--- config.mk ---
export PLATFORM = sky130hd
export DESIGN_NAME = priority_decoder
export DESIGN_NICKNAME = d
export VERILOG_FILES = /design/src/rtl/priority_pkg.sv /design/src/rtl/pd_fifo.sv /design/src/rtl/priority_decoder.sv
export SDC_FILE = /design/constraint.sdc
export NUM_CORES = 1
export LEC_CHECK = 0
export CORE_MARGIN = 2
export CORE_UTILIZATION = 50
export DETAILED_ROUTE_END_ITERATION = 12
export PLACE_DENSITY = 0.76
export SKIP_LAST_GASP = 1
export SYNTH_ARGS = -nofsm -noshare
export SYNTH_HDL_FRONTEND = slang
export SYNTH_SLANG_ARGS = --single-unit
--- constraint.sdc ---
create_clock -name clk -period 2.7 [get_ports clk]
set_clock_uncertainty 0.15 [all_clocks]
set_input_delay 0.27 -clock clk [delete_from_list [all_inputs] [get_ports clk]]
set_output_delay 0.27 -clock clk [all_outputs]
set_load 0.01 [all_outputs]
--- src/rtl/priority_pkg.sv ---
// rtl/priority_pkg.sv - shared types and sizing helpers for the priority decoder
package priority_pkg;

    typedef enum logic [1:0] {
        IDLE  = 2'd0,
        DRIVE = 2'd1,
        GAP   = 2'd2
    } pd_state_t;

    // One counter serves both the HOLD and GAP phases, so size it for the larger.
    function automatic int pd_cnt_w(input int hold, input int gap);
        int m;
        m = (hold > gap) ? hold : gap;
        if (m < 1) m = 1;
        return $clog2(m + 1);
    endfunction

endpackage

--- src/rtl/pd_fifo.sv ---
// rtl/pd_fifo.sv - synchronous FIFO buffering encoded indices
module pd_fifo #(
    parameter int WIDTH = 2,
    parameter int DEPTH = 2
) (
    input  logic             clk,
    input  logic             rst_n,
    input  logic             push,
    input  logic [WIDTH-1:0] din,
    input  logic             pop,
    output logic [WIDTH-1:0] dout,
    output logic             full,
    output logic             empty
);
    localparam int PTR_W = (DEPTH > 1) ? $clog2(DEPTH) : 1;
    localparam int OCC_W = $clog2(DEPTH + 1);

    logic [WIDTH-1:0] mem [DEPTH];
    logic [PTR_W-1:0] wr_ptr, rd_ptr;
    logic [OCC_W-1:0] occ;
    logic             do_push, do_pop;

    function automatic logic [PTR_W-1:0] ptr_inc(input logic [PTR_W-1:0] p);
        return (p == PTR_W'(DEPTH - 1)) ? '0 : p + PTR_W'(1);
    endfunction

    assign full    = (occ == OCC_W'(DEPTH));
    assign empty   = (occ == '0);
    assign do_push = push && !full;
    assign do_pop  = pop && !empty;
    assign dout    = mem[rd_ptr];

    always_ff @(posedge clk) begin
        if (!rst_n) begin
            wr_ptr <= '0;
            rd_ptr <= '0;
            occ    <= '0;
        end else begin
            if (do_push) wr_ptr <= ptr_inc(wr_ptr);
            if (do_pop)  rd_ptr <= ptr_inc(rd_ptr);
            case ({do_push, do_pop})
                2'b10:   occ <= occ + OCC_W'(1);
                2'b01:   occ <= occ - OCC_W'(1);
                default: occ <= occ;
            endcase
        end
    end

    always_ff @(posedge clk) begin
        if (do_push) mem[wr_ptr] <= din;
    end

endmodule

--- src/rtl/priority_decoder.sv ---
// rtl/priority_decoder.sv - replays queued indices as timed one-hot strobes
module priority_decoder
    import priority_pkg::*;
#(
    parameter int IDX_W = 2,
    parameter int N_OUT = 4,
    parameter int HOLD  = 3,
    parameter int GAP   = 1,
    parameter int DEPTH = 2
) (
    input  logic             clk,
    input  logic             rst_n,
    input  logic [IDX_W-1:0] in_idx,
    input  logic             in_valid,
    output logic             in_ready,
    output logic [N_OUT-1:0] out,
    output logic             out_valid,
    output logic             done,
    output logic             err,
    output logic             busy
);
    localparam int               CNT_W  = pd_cnt_w(HOLD, GAP);
    localparam logic [CNT_W-1:0] HOLD_M1 = CNT_W'(HOLD - 1);
    localparam logic [CNT_W-1:0] GAP_M1  = CNT_W'((GAP > 0) ? GAP - 1 : 0);

    pd_state_t        state, state_nxt;
    logic [CNT_W-1:0] cnt, cnt_nxt;
    logic [N_OUT-1:0] line, line_nxt, dec;
    logic [IDX_W-1:0] head;
    logic             err_nxt;
    logic             push, pop, full, empty;
    logic             last, load_pt, idx_ok;

    assign in_ready = !full;
    assign push     = in_valid && !full;

    pd_fifo #(.WIDTH(IDX_W), .DEPTH(DEPTH)) u_fifo (
        .clk   (clk),
        .rst_n (rst_n),
        .push  (push),
        .din   (in_idx),
        .pop   (pop),
        .dout  (head),
        .full  (full),
        .empty (empty)
    );

    // Out-of-range indices decode to all-zero, which doubles as the range check.
    always_comb begin
        dec = '0;
        for (int i = 0; i < N_OUT; i++) dec[i] = (head == IDX_W'(i));
    end
    assign idx_ok = |dec;

    assign last    = (cnt == '0);
    assign load_pt = (state == IDLE) ||
                     (state == DRIVE && last && GAP == 0) ||
                     (state == priority_pkg::GAP && last);
    assign pop     = load_pt && !empty;

    always_ff @(posedge clk) begin
        if (!rst_n) begin
            state <= IDLE;
            cnt   <= '0;
            line  <= '0;
            err   <= 1'b0;
        end else begin
            state <= state_nxt;
            cnt   <= cnt_nxt;
            line  <= line_nxt;
            err   <= err_nxt;
        end
    end

    always_comb begin
        state_nxt = state;
        cnt_nxt   = cnt;
        line_nxt  = line;
        err_nxt   = 1'b0;
        case (state)
            DRIVE: begin
                if (!last) begin
                    cnt_nxt = cnt - CNT_W'(1);
                end else if (GAP > 0) begin
                    state_nxt = priority_pkg::GAP;
                    cnt_nxt   = GAP_M1;
                end else begin
                    state_nxt = IDLE;
                end
            end
            priority_pkg::GAP: begin
                if (!last) cnt_nxt = cnt - CNT_W'(1);
                else       state_nxt = IDLE;
            end
            default: state_nxt = IDLE;
        endcase
        if (pop) begin
            if (idx_ok) begin
                state_nxt = DRIVE;
                cnt_nxt   = HOLD_M1;
                line_nxt  = dec;
            end else begin
                state_nxt = IDLE;
                err_nxt   = 1'b1;
            end
        end
    end

    always_comb begin
        out       = '0;
        done      = 1'b0;
        if (state == DRIVE) begin
            out  = line;
            done = last;
        end
        out_valid = |out;
        busy      = !empty || (state != IDLE);
    end

endmodule

==> results by group <==
Outcome
  – Outcome: finished clean

Clock tree
  – Clock sinks: 18
  – # hold bufs at CTS: 0
  – H-Tree Level Count: 1
  – Clock tree from TritonCTS: built
  – Number of clock buffers inserted by TritonCTS: 3
  – Root Driver: sky130_fd_sc_hd__clkbuf_4
  – Clk Latency, worst-skew pair: 0.29 ns
  – Buffer levels on the longest clock path: 2
  – Post-CTS Repair Setup Buffers: 0
  – Clock slew at reported path FFs: 0.09 ns
  – Post-CTS resize count: 0

Die
  – Horizontal die dimension: 45.6 µm
  – Full die area: 2080 µm²
  – Number of top-level pins: 14
  – Die extent in y: 45.6 µm
  – Total core area: 1670 µm²
  – Placement Rows: 15
  – Initial cell density of the core: 51.7%

Synth
  – Library cell occupying the most area in the post-synthesis netlist: sky130_fd_sc_hd__dfxtp_1
  – Top cells by area, synth: sky130_fd_sc_hd__dfxtp_1 (32%), sky130_fd_sc_hd__edfxtp_1 (14%), sky130_fd_sc_hd__ha_1 (5.8%)
  – Number of instances in the synthesized netlist: 87
  – Average cell area after synthesis: 9.92 µm²
  – Sequential element share of the synthesized area: 46.4%
  – Number of nets produced by synthesis: 96
  – Number of register bits inferred by synthesis: 18
  – Combined area of all synthesized cells: 863 µm²
  – Top cell type's share of synthesized area: 32.5%
  – Number of library cell types mapped by synthesis: 30
  – Yosys warnings: 0

Worst setup path
  – Endpoint kind of the worst setup timing path: primary output
  – WP buf/inv: 2
  – Worst reg2reg startpoint: state[0]$_SDFFE_PN0P_
  – Count of cell instances traversed by the critical path: 5
  – Critical path type: reg -> out
  – Kind of cell with the highest combined delay on the critical path: simple AND/OR/NAND/NOR gates
  – End point of the critical path: out_valid
  – Critical-path maximum fanout: 9
  – Required time at the endpoint of the critical path: 2.28 ns
  – Peak per-stage delay on the critical path: 0.51 ns
  – Depth of the worst register-to-register path: 7
  – First element of the critical path: state[1]$_SDFFE_PN0P_
  – R2r setup slk: 0.48 ns
  – Startpoint types: flip-flop
  – Worst R2R End: u_fifo.occ[1]$_SDFFE_PN0P_
  – Slowest stage cell on the critical path: sky130_fd_sc_hd__or4_1
  – Arrival time of data at the critical path endpoint: 2.18 ns
  – Cell-by-cell trace of the critical path: inv_1, ha_1, and2_1, or4_1, clkdlybuf4s50_1

Global routing
  – Initial antenna violation count: 0
  – Vias in the first global route: 640
  – Pin count of the biggest net entering global routing: 11
  – Global-route total usage across every layer: 17.6%
  – Wire length of the first global-routing pass: 2640 µm
  – Total congestion overflow: 0

Cells and area
  – Final net count: 114
  – Share of post-route cells with drive strength above 1: 9.62%
  – Antenna Cells: 0
  – Signed area change from the synthesized netlist to the final layout: 20.6%
  – Count of non-filler cells in the finished layout: 121
  – Leading cell type in the layout, fill and taps excluded: sky130_fd_sc_hd__dfxtp_1
  – Highest-count cells in the layout ignoring fill and taps: sky130_fd_sc_hd__dfxtp_1 (14), sky130_fd_sc_hd__clkdlybuf4s50_1 (13), sky130_fd_sc_hd__o21ai_0 (9), sky130_fd_sc_hd__a21oi_1 (9), sky130_fd_sc_hd__nor2_1 (6)

Power
  – Static Leak: 0.381 nW
  – VDD IR max: 0.532 mV
  – Power density cells: 989 nW/µm²

STA
  – Highest clock rate: 0.385 GHz
  – # setup viols final: 0
  – Worst Setup Slack, final: 0.105 ns
  – Final clock period utilization by the worst path: 96.1%
  – Setup repair after global routing missed its margin: false
  – Final-report max-slew violation count: 0
  – Setup total negative slack: 0 ns
  – Worst hold slack: 0.334 ns
  – Time the final worst path needs with I/O delays and setup: 2.60 ns
  – Fin. Hold Viols: 0

Routing
  – Detailed-router iteration count before antenna repair: 4
  – Mean number of vias per cell: 5.79
  – Total Wirelength: 1590 µm
  – Via count: 701
  – 1st-iter DRT viols: 18
  – Post-detailed-route wirelength per cell: 13.1 µm
  – Final antenna-violating net count: 0
  – Drt drc: 0

Placed design
  – Port bufs: 13
  – Pre-CTS setup slack: 0.419 ns
  – Placer congestion estimate: 0.711
  – Number of placed instances with taps included: 117
  – Post-DP HPWL: 1260 µm

Worst hold path
  – Type of the most critical hold path: reg -> reg

Flow run
  – Max-Cap Viols: 0
[cell type report]
type / count / area, µm²
Fill cell: 132 / 629
Multi-Input combinational cell: 64 / 444
Sequential cell: 18 / 400
Timing Repair Buffer: 13 / 130
Clock buffer: 4 / 26.3
Tap cell: 17 / 21.3
Inverter: 5 / 18.8
[worst min path at each step]
stage	slack (ns)	from	end	depth (start not counted)
after CTS	0.33	line[1]$_SDFFE_PN0P_	line[1]$_SDFFE_PN0P_	2
after global placement	0.31	line[1]$_SDFFE_PN0P_	line[1]$_SDFFE_PN0P_	2
after global routing	0.37	line[1]$_SDFFE_PN0P_	line[1]$_SDFFE_PN0P_	2
final	0.33	line[1]$_SDFFE_PN0P_	line[1]$_SDFFE_PN0P_	2
after floorplan	0.22	in_idx[0]	u_fifo.mem[0][0]$_DFFE_PP_	0
after detailed placement	0.32	line[1]$_SDFFE_PN0P_	line[1]$_SDFFE_PN0P_	2
[power breakdown]
group	internal, mW	total (mW)	switching, mW
clock network	0.0574	0.138	0.0808
registers	0.348	0.414	0.0661
logic	0.237	0.478	0.240
total	0.643	1.03	0.387
[stage by stage]
step,instance area (µm²),power (mW),utilization [%]
2_1_floorplan,863,0.743,-
3_3_place_gp,1010,0.876,60.7
3_5_place_dp,1010,0.894,60.7
4_1_cts,1040,1.03,62.3
5_1_grt,1040,1.11,62.3
6_report,1040,1.03,62.3
[cell families (layout without fill, tap and decap cells)]
group                      after synthesis  in the layout  synth area share [%]
AOI/OAI and AO/OA                       30             30                  23.2
and+or+nand+nor                         23             23                  15.1
DFF                                     18             18                  46.4
buffers and inverters                    5             22                  2.17
adders and majority gates                4              4                  5.80
muxes                                    4              4                  4.93
xor gates and xnor gates                 2              2                  2.03
other                                    1              1                 0.434
[registers in the layout (all words and copies together) (netlist names), named ones only]
| signal | cells |
|---|---|
| u_fifo.mem | 4 |
| u_fifo.occ | 2 |
| u_fifo.wr_ptr | 1 |
| cnt | 2 |
| err | 1 |
| u_fifo.rd_ptr | 1 |
| state | 2 |
| line | 4 |
[routing by layer]
metal	wire [µm]	global-route usage (%)	vias up
met5	0	0	-
met3	93	2.78	2
met1	774	24.4	319
li1	-	-	354
met2	716	27.0	26
met4	6	7.06	0
[worst min-delay path: cells and delay by family (launching register included)]
family,cells,cell delay (ns)
AO/OA/AOI/OAI,2,0.13
flip-flops,1,0.31
[synth_stat cells (all sizes together)]
cell,number
a21bo,1
a21boi,1
a21oi,9
and2,5
and3,1
clkinv,1
conb,1
dfxtp,14
edfxtp,4
ha,4
inv,4
mux2,2
mux2i,2
nand2,2
nand2b,2
nand3b,1
nor2,6
nor3b,1
o2111ai,4
o21a,3
o21ai,9
o21ba,1
o22ai,2
or2,1
or3,2
or4,2
xnor2,1
xor2,1
No activity file was read; power rests on OpenSTA's default activity.
